[config.mk]
export PLATFORM = sky130hd
export DESIGN_NAME = pc_fetch_sequencer
export DESIGN_NICKNAME = d
export VERILOG_FILES = /design/src/rtl/pc_fetch_sequencer_pkg.sv /design/src/rtl/pc_fetch_sequencer_target_calc.sv /design/src/rtl/pc_fetch_sequencer.sv
export SDC_FILE = /design/constraint.sdc
export NUM_CORES = 1
export LEC_CHECK = 0
export BUFFER_PORTS_ARGS = -buffer_cell sky130_fd_sc_hd__buf_2
export CAP_MARGIN = 10
export CORE_ASPECT_RATIO = 1.1
export CORE_MARGIN = 2
export CORE_UTILIZATION = 30
export CTS_BUF_LIST = sky130_fd_sc_hd__clkbuf_4 sky130_fd_sc_hd__clkbuf_8 sky130_fd_sc_hd__clkbuf_16
export DETAILED_ROUTE_END_ITERATION = 12
export SETUP_SLACK_MARGIN = 0.02
export SYNTH_ARGS = -nofsm -noshare
export SYNTH_HDL_FRONTEND = slang
export SYNTH_SLANG_ARGS = --single-unit
export TNS_END_PERCENT = 20
[constraint.sdc]
create_clock -name clk -period 6.6 [get_ports clk]
set_input_delay 1.32 -clock clk [delete_from_list [all_inputs] [get_ports clk]]
set_output_delay 1.32 -clock clk [all_outputs]
set_load 0.005 [all_outputs]
[src/rtl/pc_fetch_sequencer_pkg.sv]
// Shared encodings for the fetch sequencer: EX redirect opcodes and FSM states.
// Imported by pc_fetch_sequencer and pc_target_calc.
package pc_fetch_sequencer_pkg;

  localparam logic [2:0] NPC_PLUS4  = 3'b000;
  localparam logic [2:0] NPC_BRANCH = 3'b001;
  localparam logic [2:0] NPC_JUMP   = 3'b010;
  localparam logic [2:0] NPC_JALR   = 3'b100;

  typedef enum logic [1:0] {
    BOOT    = 2'd0,
    FETCH   = 2'd1,
    DISCARD = 2'd2
  } pcseq_state_e;

  // Any encoding outside the three redirect ops behaves as sequential fetch.
  function automatic logic is_redirect_op(input logic [2:0] op);
    return (op == NPC_BRANCH) || (op == NPC_JUMP) || (op == NPC_JALR);
  endfunction

endpackage

[src/rtl/pc_fetch_sequencer_target_calc.sv]
// Combinational next-PC arithmetic: redirect target mux and sequential PC+4.
// No state; all adds wrap modulo 2^32.
module pc_target_calc
  import pc_fetch_sequencer_pkg::*;
(
  input  logic [2:0]  npc_op,
  input  logic [31:0] ex_pc,
  input  logic [31:0] ex_imm,
  input  logic [31:0] ex_aluout,
  input  logic [31:0] pc,
  output logic        redirect_op,
  output logic [31:0] target,
  output logic [31:0] seq_pc
);

  assign redirect_op = is_redirect_op(npc_op);
  assign seq_pc      = pc + 32'd4;

  always_comb begin
    target = ex_pc + ex_imm;
    if (npc_op == NPC_JALR)
      target = ex_aluout & ~32'h1;
  end

endmodule

[src/rtl/pc_fetch_sequencer.sv]
// Architectural PC owner: merges EX redirects, load-use stall and a single-outstanding
// imem handshake. Optional perf counters built when PCSEQ_PERF_CNT_EN is defined.
module pc_fetch_sequencer
  import pc_fetch_sequencer_pkg::*;
#(
  parameter logic [31:0] RESET_PC = 32'h0000_0000,
  parameter int          CNT_W    = 32
) (
  input  logic             clk,
  input  logic             rstn,
  input  logic [2:0]       npc_op,
  input  logic [31:0]      ex_pc,
  input  logic [31:0]      ex_imm,
  input  logic [31:0]      ex_aluout,
  input  logic             hazard_stall,
  input  logic             imem_ready,
  output logic             imem_req,
  output logic [31:0]      imem_addr,
  output logic [31:0]      pc,
  output logic             if_valid,
  output logic             flush,
  output logic [CNT_W-1:0] redirect_cnt,
  output logic [CNT_W-1:0] discard_cnt
);

  pcseq_state_e state;
  logic [31:0]  pc_q;
  logic [31:0]  pend_tgt;
  logic         imem_req_q;
  logic         redirect_op;
  logic         redirect;
  logic [31:0]  target;
  logic [31:0]  seq_pc;

  pc_target_calc u_target_calc (
    .npc_op      (npc_op),
    .ex_pc       (ex_pc),
    .ex_imm      (ex_imm),
    .ex_aluout   (ex_aluout),
    .pc          (pc_q),
    .redirect_op (redirect_op),
    .target      (target),
    .seq_pc      (seq_pc)
  );

  // Redirects are ignored in BOOT: EX holds nothing meaningful yet.
  assign redirect  = redirect_op && (state != BOOT);
  assign flush     = redirect;
  assign if_valid  = (state == FETCH) && imem_ready && !hazard_stall && !redirect;
  assign imem_req  = imem_req_q;
  assign imem_addr = pc_q;
  assign pc        = pc_q;

  always_ff @(posedge clk or negedge rstn) begin
    if (!rstn) begin
      state      <= BOOT;
      pc_q       <= RESET_PC;
      pend_tgt   <= 32'h0;
      imem_req_q <= 1'b0;
    end else begin
      case (state)
        BOOT: begin
          state      <= FETCH;
          imem_req_q <= 1'b1;
        end
        FETCH: begin
          if (redirect) begin
            if (imem_ready) begin
              pc_q <= target;
            end else begin
              // The outstanding request must complete before the address may move.
              pend_tgt <= target;
              state    <= DISCARD;
            end
          end else if (imem_ready && !hazard_stall) begin
            pc_q <= seq_pc;
          end
        end
        DISCARD: begin
          if (redirect)
            pend_tgt <= target;
          if (imem_ready) begin
            pc_q  <= redirect ? target : pend_tgt;
            state <= FETCH;
          end
        end
        default: begin
          state      <= BOOT;
          imem_req_q <= 1'b0;
        end
      endcase
    end
  end

`ifdef PCSEQ_PERF_CNT_EN
  logic             discard_evt;
  logic [CNT_W-1:0] redirect_cnt_q;
  logic [CNT_W-1:0] discard_cnt_q;

  // A response is wasted if it lands in DISCARD, or in FETCH while it cannot be used.
  assign discard_evt = imem_ready &&
                       ((state == DISCARD) ||
                        ((state == FETCH) && (redirect || hazard_stall)));

  always_ff @(posedge clk or negedge rstn) begin
    if (!rstn) begin
      redirect_cnt_q <= '0;
      discard_cnt_q  <= '0;
    end else begin
      if (redirect)
        redirect_cnt_q <= redirect_cnt_q + 1'b1;
      if (discard_evt)
        discard_cnt_q <= discard_cnt_q + 1'b1;
    end
  end

  assign redirect_cnt = redirect_cnt_q;
  assign discard_cnt  = discard_cnt_q;
`else
  assign redirect_cnt = '0;
  assign discard_cnt  = '0;
`endif

endmodule

Word-level counts from Yosys, hierarchy flattened
Cells that the tools add are included.
Widths: inputs -> output; s select.

storage, ports and cells
  register bits after elaboration = 67
  latch bits = 0
  bits in writable memories = 0
  ROM bits = 0
  input bits = 103
  output and inout bits = 131
  memories = 0

cells by class
  $add $sub $neg = 2
  multiply operators = 0
  div/mod/pow operators = 0
  magnitude comparators = 0
  equal/unequal tests = 10
  shifts and indexed selects = 0
  muxes and demuxes = 15
  bitwise logic cells = 0
  reductions and logical operators = 16

operator list
  kind                   count
  $mux 32                8
  $pmux 32 s2            2
  $add 32x3->32 const B  1
  $add 32x32->32         1
  $mux 2                 3
  $ne 2x2->1 const B     3
  $pmux 2 s3             1
  $reduce_and 3->1       2
  $logic_and 1x1->1      5
  $reduce_and 4->1       1
  $reduce_bool 2->1      2
  $eq 3x1->1 const B     1
  $eq 3x2->1 const B     1
  $eq 3x3->1 const B     1
  $ne 3x2->1 const B     1
  $ne 3x3->1 const B     1
  $eq 2x1->1 const B     1
  $eq 2x2->1 const B     1
  $logic_not 1->1        2
  $logic_not 2->1        1
  $logic_or 1x1->1       2
  $pmux 1 s2             1
  $reduce_or 2->1        1

Logic depth before layout (Yosys ltp)
Gate-level depths: netlist of run 1.

  depth after elaboration = 7
  depth in mapped cells = 11
  depth with buffers taken out = 10

Modules after synthesis
From an unflattened synthesis of run 1, not the netlist that was laid out.

unflattened totals
  cells, all modules = 725
  area, all modules = 6969.2 um2

modules (own cells, without submodules)
  module              times used  cells an instance  area an instance (um2)  seq. area each (um2)
  pc_fetch_sequencer  1           330                4395.5                  1676.6
  pc_target_calc      1           395                2573.7                  0.0

Least setup slack after synthesis of run 1
No wires, ideal clock.

  kind = input-to-reg
  from = input ex_pc[0]
  to = register pend_tgt[26]
  library setup time = 0.139 ns
  arrival = 3.630 ns
  setup slack = 2.831 ns
  cell stages on the path = 10
  buffers on the path = 0
  path through = ha_1 fa_1 a211oi_2 o211ai_2 a221o_2 a31o_4 a21oi_2 o221a_2 xor2_1 o221ai_1

between the ends
  longest elaborated chain between the ends = 5
  elaborated cells between the ends (all ways) = 6

ends and longest elaborated chain
  what                    RTL line                              text
  start: declaration      pc_fetch_sequencer.sv:12              input logic [31:0] ex_pc,
  $add 32x32->32 *        pc_fetch_sequencer_target_calc.sv:20  target = ex_pc + ex_imm;
  $mux 32 *               pc_fetch_sequencer_target_calc.sv:21  if (npc_op == NPC_JALR)
  $mux 32                 pc_fetch_sequencer.sv:68              if (imem_ready) begin
  $mux 32                 pc_fetch_sequencer.sv:67              if (redirect) begin
  $pmux 32 s2 *           pc_fetch_sequencer.sv:61              case (state)
  end signal: assignment  pc_fetch_sequencer.sv:72              pend_tgt <= target;
  end signal: assignment  pc_fetch_sequencer.sv:81              pend_tgt <= target;
  end: declaration        pc_fetch_sequencer.sv:28              logic [31:0] pend_tgt;

Mark *: on every way between the ends. The rest lies on a longest branch, timed or not. The select of a mux whose other input is x is not followed.
A chain may end at the register's enable or synchronous reset.

Worst setup path in the final report of run 1
  from = input npc_op[1]
  to = output if_valid

between the ends
  longest elaborated chain between the ends = 6
  elaborated cells between the ends (all ways) = 8

ends and longest elaborated chain
  what                                             RTL line                      text
  start: declaration                               pc_fetch_sequencer.sv:11      input logic [2:0] npc_op,
  $eq 3x1->1 / $eq 3x2->1 (equally long branches)  pc_fetch_sequencer_pkg.sv:18  return (op == NPC_BRANCH) || (op == NPC_JUMP) || (op == NPC_JALR);
  $logic_or 1x1->1                                 pc_fetch_sequencer_pkg.sv:18
  $logic_or 1x1->1 *                               pc_fetch_sequencer_pkg.sv:18
  $logic_and 1x1->1 *                              pc_fetch_sequencer.sv:47      assign redirect = redirect_op && (state != BOOT);
  $logic_not 1->1 *                                pc_fetch_sequencer.sv:49      assign if_valid = (state == FETCH) && imem_ready && !hazard_stall && !redirect;
  $logic_and 1x1->1 *                              pc_fetch_sequencer.sv:49
  end: declaration                                 pc_fetch_sequencer.sv:20      output logic if_valid,

Mark *: on every way between the ends. The rest lies on a longest branch, timed or not.

==> results of run 1 <==
[state kept, by name (all words and copies together) (netlist names)]
register	count
imem_addr	32
imem_req	1
state	2
pend_tgt	32
[cell usage in the layout (no fill, tap or decap), types with 5 or more instances in the layout]
cell and instances:
sky130_fd_sc_hd__o21ai_0 69, sky130_fd_sc_hd__o21a_1 5, sky130_fd_sc_hd__a31oi_1 9, sky130_fd_sc_hd__buf_4 10, sky130_fd_sc_hd__a21o_1 21, sky130_fd_sc_hd__nand2_1 114
sky130_fd_sc_hd__nor3_1 18, sky130_fd_sc_hd__buf_2 168, sky130_fd_sc_hd__and3_1 9, sky130_fd_sc_hd__nor2_1 61, sky130_fd_sc_hd__dfrtp_1 67, sky130_fd_sc_hd__xor2_1 20
sky130_fd_sc_hd__clkbuf_16 9, sky130_fd_sc_hd__or3_1 6, sky130_fd_sc_hd__o21ai_1 25, sky130_fd_sc_hd__inv_1 14, sky130_fd_sc_hd__nand3_1 26, sky130_fd_sc_hd__a211oi_1 15
sky130_fd_sc_hd__a21oi_1 78, sky130_fd_sc_hd__ha_1 35, sky130_fd_sc_hd__nor2b_1 5, sky130_fd_sc_hd__nand4_1 14, sky130_fd_sc_hd__conb_1 64, sky130_fd_sc_hd__mux2i_1 14
sky130_fd_sc_hd__xnor2_1 26
[final cells by class]
cell class / instances / area, um2
Antenna cell: 2 / 5.00
Clock inverter: 2 / 35.0
Multi-Input combinational cell: 711 / 4230
Fill cell: 2362 / 14300
Timing Repair Buffer: 178 / 916
Sequential cell: 67 / 1680
Tap cell: 295 / 369
Inverter: 16 / 60.1
Clock buffer: 12 / 267
[routing by layer]
layer  track usage [%]  wire length [um]  vias to the layer above
li1                  -                 -                     3181
met1              23.2              9570                     2939
met2              27.0              9030                      206
met3              1.71               910                       17
met4              4.06               248                        0
met5                 0                 0                        -
[worst min-delay path by stage]
stage / endpoint / slack, ns / depth (start not counted)
after floorplan: pend_tgt[3] / 0.44 / 2
after global placement: pend_tgt[3] / 0.46 / 2
after detailed placement: pend_tgt[12] / 0.46 / 2
after CTS: pend_tgt[12] / 0.48 / 2
after global routing: pend_tgt[21] / 0.50 / 2
final: pend_tgt[12] / 0.47 / 2
[kinds of logic after synthesis]
logic type / share of synthesized area, %
mux: 2.45
xor+xnor: 6.06
fa+ha+maj: 6.89
simple gates: 19.1
compound gates: 25.5
flops: 25.2
other cells: 0.0564
buf+inv: 14.7
[critical path, stage by stage]
cell and delay, ns:
sky130_fd_sc_hd__buf_2 0.12, sky130_fd_sc_hd__xor2_1 0.16, sky130_fd_sc_hd__o211ai_2 0.13, sky130_fd_sc_hd__buf_4 0.43
sky130_fd_sc_hd__inv_2 0.31, sky130_fd_sc_hd__nor3_1 0.25, sky130_fd_sc_hd__buf_2 0.15
[power groups by stage]
stage | combinational (mW) | sequential, mW | clock (mW)
6_report | 1.44 | 0.835 | 0.492
5_1_grt | 1.62 | 0.873 | 0.520
4_1_cts | 1.45 | 0.839 | 0.497
3_5_place_dp | 1.44 | 0.847 | 0
3_3_place_gp | 1.42 | 0.836 | 0
2_1_floorplan | 1.10 | 0.782 | 0
[through the flow]
stage               cells  hold slack (ns)  utilization [%]  instance area (um2)
floorplan             931            0.444                -                 6880
global placement     1267            0.458             33.1                 7260
detailed placement   1267            0.464             33.1                 7260
CTS                  1281            0.477             34.5                 7560
global route         1283            0.497             34.5                 7560
finish               1283            0.474             34.5                 7560
==> reports/results.md, run 1 <==
Run status
* status: completed

Pwr
* leakage power: 3.53 nW
* Power Internal: 1.51 mW
* IR drop worst, VDD: 0.000233 V
* post-layout power: 2.77 mW
* portion of total power attributed to sequential cells: 30.2%
* Psw: 1.25 mW
* fraction of power consumed by the clock network: 17.8%
* P per Cell Area: 366 nW/um2
* fraction of power spent switching nets: 45.3%
* combinational cell fraction of total power: 52.0%

Placed design
* HPWL Detailed: 15200 um
* final weighted congestion in routability-driven placement: 0.850
* Post-Place Setup Slack: 2.34 ns
* count of input and output buffers: 168

Logic synthesis
* Unique masters post-synth: 73
* largest area contributor in the netlist: sky130_fd_sc_hd__dfrtp_1
* Post-Syn Area per Cell: 7.65 um2
* top-count cell post-synth: sky130_fd_sc_hd__nand2_1
* Synth Register Bits: 67
* primary flip-flop cell chosen by synthesis mapping: sky130_fd_sc_hd__dfrtp_1
* synthesized area: 6640 um2
* Synth top cells by count: 114 x sky130_fd_sc_hd__nand2_1, 101 x sky130_fd_sc_hd__buf_4, 78 x sky130_fd_sc_hd__a21oi_1
* Post-synth EDFFs: 0
* top cells by area in the synthesized netlist: sky130_fd_sc_hd__dfrtp_1 25%, sky130_fd_sc_hd__buf_4 11%, sky130_fd_sc_hd__ha_1 6.6%, sky130_fd_sc_hd__nand2_1 6.4%, sky130_fd_sc_hd__a21oi_1 5.9%
* post-synthesis sequential area ratio: 25.2%
* Async S/R FF share, synth: 100%
* synthesized instance count: 868
* number of warning messages in the yosys log: 0
* fraction of post-synthesis cell area in the top cell type by area: 25.2%

Timing
* number of hold-slack violations in the final timing report: 0
* number of max-slew violations in the final report: 0
* accumulated negative setup slack: 0 ns
* final worst setup slack: 2.40 ns
* final critical path time including I/O delays and setup: 4.21 ns
* Max Clock Skew: 0.00905 ns
* Highest Clock Rate: 0.238 GHz
* Least-Margin Pin Slew: 0.904 ns
* RSZ-0062 raised after global routing: false
* setup-violating endpoint count in the final report: 0
* post-route clock period utilization: 63.7%
* Slew headroom: 39.7%

Die
* number of placement rows: 57
* die width: 146 um
* full die area: 23400 um2
* Die Span Y: 160 um
* area of the placeable core: 21900 um2
* number of placed I/O pins: 234
* starting density of the core: 30.3%

Run
* number of maximum-capacitance violations: 0

CTS
* setup bufs post-CTS: 0
* post-cts resize count: 0
* Bufs on Longest Clock Path: 2
* TritonCTS clock tree: done
* clock slew seen by the registers of the worst setup and hold paths: 0.05 ns
* hold buffer count at cts: 0
* number of clock sinks: 67
* Num CTS Buffers: 9
* clock latency reported for the late side of the worst-skew pair: 0.33 ns
* H-tree depth reported by CTS: 3
* clk root buf: sky130_fd_sc_hd__clkbuf_16

GRT
* all-layer global routing usage: 16.4%
* number of antenna violations at the first check in global routing: 2
* largest net degree at the start of global routing: 68
* first-pass GRT wire length: 31200 um
* via count of the first global-routing pass: 5881
* global route total overflow: 0

Finish
* post-layout net count: 1122
* synth-to-layout area growth: 13.8%
* share of cells above drive strength 1: 22.0%

Setup path
* start of the worst register-to-register path: state[0]
* endpoint type of the worst setup path: output port
* setup slack, reg-to-reg: 3.48 ns
* RR Endpoint: imem_addr[24]
* number of cell instances on the worst register-to-register path: 11
* category of the most critical setup path: input port to output port
* CP Capture Point: if_valid
* worst path arrival time: 2.88 ns
* Worst setup startpoint: npc_op[1]
* critical path launch point type: input port
* highest net fanout along the worst path: 44
* CP required: 5.28 ns

Detailed routing
* number of search-and-repair iterations in the first detailed-routing pass: 6
* vias: 6343
* average routed wire per standard cell: 15.4 um
* routed wire length: 19800 um
* drt first-iter violations: 417
* detail-routed via count per cell: 4.94
* Residual DRC: 0
* antenna-violating nets left: 0

Min path
* class of the most critical hold timing path: flip-flop to flip-flop
* hold path start: pend_tgt[12]

Power figures use the tool's default switching activity.
==> run 2: changes to the inputs <==
==> constraint.sdc (replaced) <==
create_clock -name clk -period 3.74 [get_ports clk]
set_input_delay 0.748 -clock clk [delete_from_list [all_inputs] [get_ports clk]]
set_output_delay 0.748 -clock clk [all_outputs]
set_load 0.005 [all_outputs]
==> run 2 against run 1 <==
  * Global-route usage barely moved
  * Via count rose by 0.87%
  * Design area rose by 0.96%
  * Power rose by 80%
  * Critical endpoint is now pend_tgt[26]
  * Largest cell class unchanged
==> reports/results.md, run 2 (synthesis gave the netlist of run 1 again) <==
Run status
* status: completed

Setup path
* slowest stage delay, CP: 0.44 ns, about the same
* highest net fanout along the worst path: 3, -93%
* sequence of cells on the critical path: buf_2, ha_1, fa_1, a211oi_2, o211ai_2, a221o_2, a31o_4, a21oi_2, o221a_2, xor2_1, o221ai_1
* Worst path top cell family by delay: compound AO/OA/AOI/OAI gates
* Worst setup startpoint: ex_pc[0]
* category of the most critical setup path: input port to flip-flop
* Buf+Inv Stages, Crit Path: 1, -3
* standard cell with the maximum stage delay on the critical path: sky130_fd_sc_hd__fa_1
* start of the worst register-to-register path: state[0]
* setup slack, reg-to-reg: 1.04 ns, -2.44 ns
* critical path launch point type: input port
* CP required: 3.94 ns, -1.34 ns
* RR Endpoint: imem_addr[24]
* endpoint type of the worst setup path: flip-flop
* number of cell instances on the worst register-to-register path: 10, -1
* worst path arrival time: 3.43 ns, +0.55 ns

CTS
* setup bufs post-CTS: 0, unchanged
* clk root buf: sky130_fd_sc_hd__clkbuf_16
* H-tree depth reported by CTS: 3, unchanged
* post-cts resize count: 0, unchanged
* number of clock sinks: 67, unchanged
* TritonCTS clock tree: done
* clock latency reported for the late side of the worst-skew pair: 0.34 ns, about the same
* Bufs on Longest Clock Path: 2, unchanged
* hold buffer count at cts: 0, unchanged
* Num CTS Buffers: 9, unchanged
* clock slew seen by the registers of the worst setup and hold paths: 0.06 ns, about the same

Detailed routing
* routed wire length: 20000 um, +1.1%
* drt first-iter violations: 423, +1.4%
* vias: 6398, +0.87%
* number of search-and-repair iterations in the first detailed-routing pass: 5, -1
* average routed wire per standard cell: 15.5 um, +0.51%
* detail-routed via count per cell: 4.96, +0.24%
* Residual DRC: 0, unchanged
* antenna-violating nets left: 0, unchanged

Finish
* post-layout net count: 1129, +0.62%
* commonest non-fill, non-tap cell in the layout: sky130_fd_sc_hd__buf_2
* share of cells above drive strength 1: 22.6%, +0.63 points
* Fill cells: 2403, +1.7%
* design area: 7630 um2, +0.96%
* synth-to-layout area growth: 14.9%
* Final Instance Count excl. Fillers: 1291, +0.62%
* highest-count cells in the layout ignoring fill and taps: 168 x sky130_fd_sc_hd__buf_2, 114 x sky130_fd_sc_hd__nand2_1, 78 x sky130_fd_sc_hd__a21oi_1
* utilization after layout: 34.9%, +0.33 points

GRT
* all-layer global routing usage: 16.4%, -0.027 points
* global route total overflow: 0, unchanged
* largest net degree at the start of global routing: 68, unchanged
* number of antenna violations at the first check in global routing: 3, +1
* via count of the first global-routing pass: 5757, -2.1%
* first-pass GRT wire length: 30800 um, -1.5%

Timing
* RSZ-0062 raised after global routing: false
* Slew headroom: 38.2%, -1.5 points
* final critical path time including I/O delays and setup: 3.23 ns
* Highest Clock Rate: 0.310 GHz
* Least-Margin Pin Slew: 0.927 ns, +0.0224 ns
* post-route clock period utilization: 86.3%
* accumulated negative setup slack: 0 ns, unchanged
* number of hold-slack violations in the final timing report: 0, unchanged
* setup-violating endpoint count in the final report: 0, unchanged
* Max Clock Skew: 0.00624 ns, -0.00280 ns
* number of max-slew violations in the final report: 0, unchanged
* minimum hold slack: 0.478 ns, +0.00409 ns
* final worst setup slack: 0.513 ns, -1.88 ns

Min path
* hold endpoint: pend_tgt[12]
* hold path start: pend_tgt[12]
* class of the most critical hold timing path: flip-flop to flip-flop
* Worst Hold Depth: 2, unchanged

Placed design
* Post-Place Setup Slack: 0.162 ns, -2.18 ns
* final weighted congestion in routability-driven placement: 0.853, +0.45%
* count of input and output buffers: 168, unchanged
* Area after DPL: 7310 um2, +0.72%
* HPWL Detailed: 15400 um, +1.1%
* Cells after DPL: 1274, +0.55%

Pwr
* IR drop worst, VDD: 0.000327 V, +41%
* post-layout power: 4.97 mW, +80%
* P per Cell Area: 651 nW/um2, +78%
* leakage power: 3.56 nW, +0.94%

Die
* die width: 146 um, unchanged
* number of placement rows: 57, unchanged
* area of the placeable core: 21900 um2, unchanged
* full die area: 23400 um2, unchanged
* number of placed I/O pins: 234, unchanged
* Die Span Y: 160 um, unchanged
* starting density of the core: 30.3%, unchanged

Run
* number of maximum-capacitance violations: 0, unchanged

run 2: cell types whose count changed in the layout (fill, tap and decap cells not counted), sizes merged:
| cell | delta |
|---|---|
| clkbuf | -1 |
| clkinvlp | +2 |
| buf | +7 |
| clkinv | -1 |
| bufinv | +1 |
run 2: worst reg2reg max path: cells and delay by family, from the launching register on:
family / cells / cell delay [ns]
simple gates: 2 / 0.81
compound gates: 4 / 0.84
flops: 1 / 0.35
buf+inv: 3 / 0.42
fa+ha+maj: 1 / 0.21
run 2: report_power, final:
| group | total [mW] | internal, mW | switching, mW |
|---|---|---|---|
| logic | 2.57 | 1.05 | 1.52 |
| clock network | 0.925 | 0.605 | 0.319 |
| registers | 1.47 | 1.08 | 0.393 |
run 2: layout make-up:
| type | count | area [um2] | area share (%) |
|---|---|---|---|
| diodes | 2 | 5.00 | 0.0656 |
| clock buffers | 11 | 246 | 3.23 |
| clock inverters | 4 | 75.1 | 0.983 |
| inverters | 16 | 60.1 | 0.787 |
| multi-input cells | 711 | 4230 | 55.5 |
| flip-flops and latches | 67 | 1680 | 22.0 |
| well taps | 295 | 369 | 4.83 |
| repair buffers | 185 | 968 | 12.7 |
run 2: routing by layer:
layer / track usage (%) / share of wire [%] / vias up
met2: 26.0 / 45 / 271
met5: 0 / 0.055 / -
met3: 1.94 / 5.8 / 24
met4: 4.81 / 1.9 / 2
li1: - / - / 3186
met1: 23.4 / 47 / 2915
run 2: worst max path at each step:
stage,depth (start not counted),end
after detailed placement,12,imem_addr[30]
after floorplan,10,pend_tgt[26]
after global placement,12,imem_addr[30]
final,11,pend_tgt[26]
after CTS,12,imem_addr[30]
after global routing,10,imem_addr[29]
==> run 3: changes to the inputs <==
--- a/config.mk
+++ b/config.mk
@@ -13,6 +13,7 @@
 export CTS_BUF_LIST = sky130_fd_sc_hd__clkbuf_4 sky130_fd_sc_hd__clkbuf_8 sky130_fd_sc_hd__clkbuf_16
 export DETAILED_ROUTE_END_ITERATION = 12
 export SETUP_SLACK_MARGIN = 0.02
+export SKIP_LAST_GASP = 1
 export SYNTH_ARGS = -nofsm -noshare
 export SYNTH_HDL_FRONTEND = slang
 export SYNTH_SLANG_ARGS = --single-unit
==> constraint.sdc (replaced) <==
create_clock -name clk -period 3.74 [get_ports clk]
set_input_delay 1.122 -clock clk [delete_from_list [all_inputs] [get_ports clk]]
set_output_delay 1.122 -clock clk [all_outputs]
set_load 0.005 [all_outputs]
==> run 3 against run 2 <==
  * Combinational power is 4% higher
  * Clock-buffer cell count is 1 higher
  * Critical path type unchanged
  * Critical path depth is 1 higher
==> reports/results.md, run 3 (synthesis gave the netlist of run 1 again) <==
CTS
* hold buffer count at cts: 0, unchanged
* clk root buf: sky130_fd_sc_hd__clkbuf_16
* clock latency reported for the late side of the worst-skew pair: 0.34 ns, about the same
* H-tree depth reported by CTS: 3, unchanged
* post-cts resize count: 0, unchanged
* setup bufs post-CTS: 0, unchanged
* clock slew seen by the registers of the worst setup and hold paths: 0.05 ns, about the same
* Bufs on Longest Clock Path: 2, unchanged
* Num CTS Buffers: 9, unchanged
* number of clock sinks: 67, unchanged
* TritonCTS clock tree: done

Timing
* final worst setup slack: 0.224 ns, -0.289 ns
* number of max-slew violations in the final report: 0, unchanged
* Max Clock Skew: 0.00791 ns, +0.00167 ns
* Slew headroom: 59.9%, +22 points
* post-route clock period utilization: 94.0%, +7.7 points
* number of hold-slack violations in the final timing report: 0, unchanged
* Highest Clock Rate: 0.284 GHz, -8.2%
* RSZ-0062 raised after global routing: false
* Least-Margin Pin Slew: 0.602 ns, -0.325 ns
* final critical path time including I/O delays and setup: 3.52 ns, +0.289 ns
* setup-violating endpoint count in the final report: 0, unchanged
* accumulated negative setup slack: 0 ns, unchanged

GRT
* largest net degree at the start of global routing: 52, -24%
* first-pass GRT wire length: 32100 um, +4.3%
* all-layer global routing usage: 16.9%, +0.48 points
* number of antenna violations at the first check in global routing: 2, -1
* global route total overflow: 0, unchanged
* via count of the first global-routing pass: 6118, +6.3%

Pwr
* leakage power: 3.72 nW, +4.4%
* Psw: 2.24 mW, +0.29%
* portion of total power attributed to sequential cells: 29.3%, -0.4 points
* fraction of power consumed by the clock network: 17.7%, -0.9 points
* P per Cell Area: 638 nW/um2, -2.0%
* combinational cell fraction of total power: 53.0%, +1.3 points
* fraction of power spent switching nets: 44.7%, -0.32 points
* Power Internal: 2.78 mW, +1.6%
* IR drop worst, VDD: 0.000351 V, +7.2%

Detailed routing
* drt first-iter violations: 498, +18%
* average routed wire per standard cell: 15.2 um, -2.1%
* antenna-violating nets left: 0, unchanged
* vias: 6384, -0.22%
* Residual DRC: 0, unchanged
* number of search-and-repair iterations in the first detailed-routing pass: 5, unchanged
* detail-routed via count per cell: 4.83, -2.5%
* routed wire length: 20000 um, +0.20%

Finish
* post-layout net count: 1158, +2.6%
* highest-count cells in the layout ignoring fill and taps: 168 x sky130_fd_sc_hd__buf_2, 114 x sky130_fd_sc_hd__nand2_1, 78 x sky130_fd_sc_hd__a21oi_1
* Final Instance Count excl. Fillers: 1321, +2.3%
* design area: 7870 um2, +3.1%
* commonest non-fill, non-tap cell in the layout: sky130_fd_sc_hd__buf_2
* synth-to-layout area growth: 18.5%
* share of cells above drive strength 1: 24.9%, +2.3 points

Placed design
* final weighted congestion in routability-driven placement: 0.867, +1.6%
* Post-Place Setup Slack: -0.105 ns, -0.267 ns
* HPWL Detailed: 15800 um, +2.4%
* count of input and output buffers: 168, unchanged
* Area after DPL: 7550 um2, +3.3%
* Cells after DPL: 1303, +2.3%

Min path
* Worst Hold Depth: 2, unchanged
* class of the most critical hold timing path: flip-flop to flip-flop

Die
* full die area: 23400 um2, unchanged
* number of placement rows: 57, unchanged
* die width: 146 um, unchanged
* number of placed I/O pins: 234, unchanged
* area of the placeable core: 21900 um2, unchanged
* Die Span Y: 160 um, unchanged
* starting density of the core: 30.3%, unchanged

Setup path
* endpoint type of the worst setup path: flip-flop
* CP required: 3.94 ns, about the same
* worst path arrival time: 3.72 ns, +0.29 ns
* category of the most critical setup path: input port to flip-flop
* highest net fanout along the worst path: 2, -1
* Buf+Inv Stages, Crit Path: 2, +1
* number of cell instances on the worst register-to-register path: 8, -2
* critical path launch point type: input port
* standard cell with the maximum stage delay on the critical path: sky130_fd_sc_hd__fa_1
* Worst path top cell family by delay: compound AO/OA/AOI/OAI gates
* WP depth: 12, +1
* sequence of cells on the critical path: buf_2, ha_1, fa_1, a211oi_2, o211ai_2, a221o_2, a31o_4, buf_4, a21oi_1, xnor2_1, mux2i_1, o21ai_0
* slowest stage delay, CP: 0.41 ns, -0.03 ns

Run status
* status: completed

Run
* number of maximum-capacitance violations: 0, unchanged

## run 3: cell type report
type,count,area (um2)
sequential,67,1680
multi-input combinational,711,4230
fill,2347,14000
inverter,16,60.1
tap,295,369
antenna,2,5.00
clock buffer,12,267
clock inverter,4,47.5
timing repair buffer,214,1210
## run 3: worst min-delay path, delay by kind of cell, from the launching register on
family	cells	cell delay (ns)
DFF	1	0.34
and+or+nand+nor	1	0.05
AOI/OAI and AO/OA	1	0.06
## run 3: worst paths after layout
check | slack [ns] | end | startpoint
worst min-delay path | 0.48 | pend_tgt[3] | pend_tgt[3]
max in group asynchronous | 2.24 | imem_addr[22] | rstn
min in group asynchronous | 0.79 | imem_addr[8] | rstn
worst max register to register | 1.03 | imem_addr[29] | imem_addr[11]
worst max-delay path | 0.22 | imem_addr[18] | ex_pc[0]
worst min register to register | 0.48 | pend_tgt[3] | pend_tgt[3]
## run 3: power groups by stage
stage | Combinational, mW | Sequential [mW] | Clock (mW)
after detailed placement | 2.65 | 1.49 | 0
final | 2.66 | 1.47 | 0.891
after global placement | 2.61 | 1.47 | 0
after CTS | 2.67 | 1.47 | 0.898
after global routing | 3.00 | 1.54 | 0.933
after floorplan | 1.94 | 1.38 | 0
## run 3: layer usage
metal	GRT usage [%]	part of all wire, %
met5	0	0
met1	23.6	48
met2	26.6	44
met3	1.80	5.6
met4	6.91	2.3
## run 3: stage by stage
step / util [%] / total power, mW / hold WS (ns)
4_1_cts: 35.9 / 5.04 / 0.478
2_1_floorplan: - / 3.32 / 0.444
3_5_place_dp: 34.5 / 4.14 / 0.466
3_3_place_gp: 34.5 / 4.08 / 0.459
5_1_grt: 35.9 / 5.47 / 0.506
6_report: 35.9 / 5.02 / 0.477
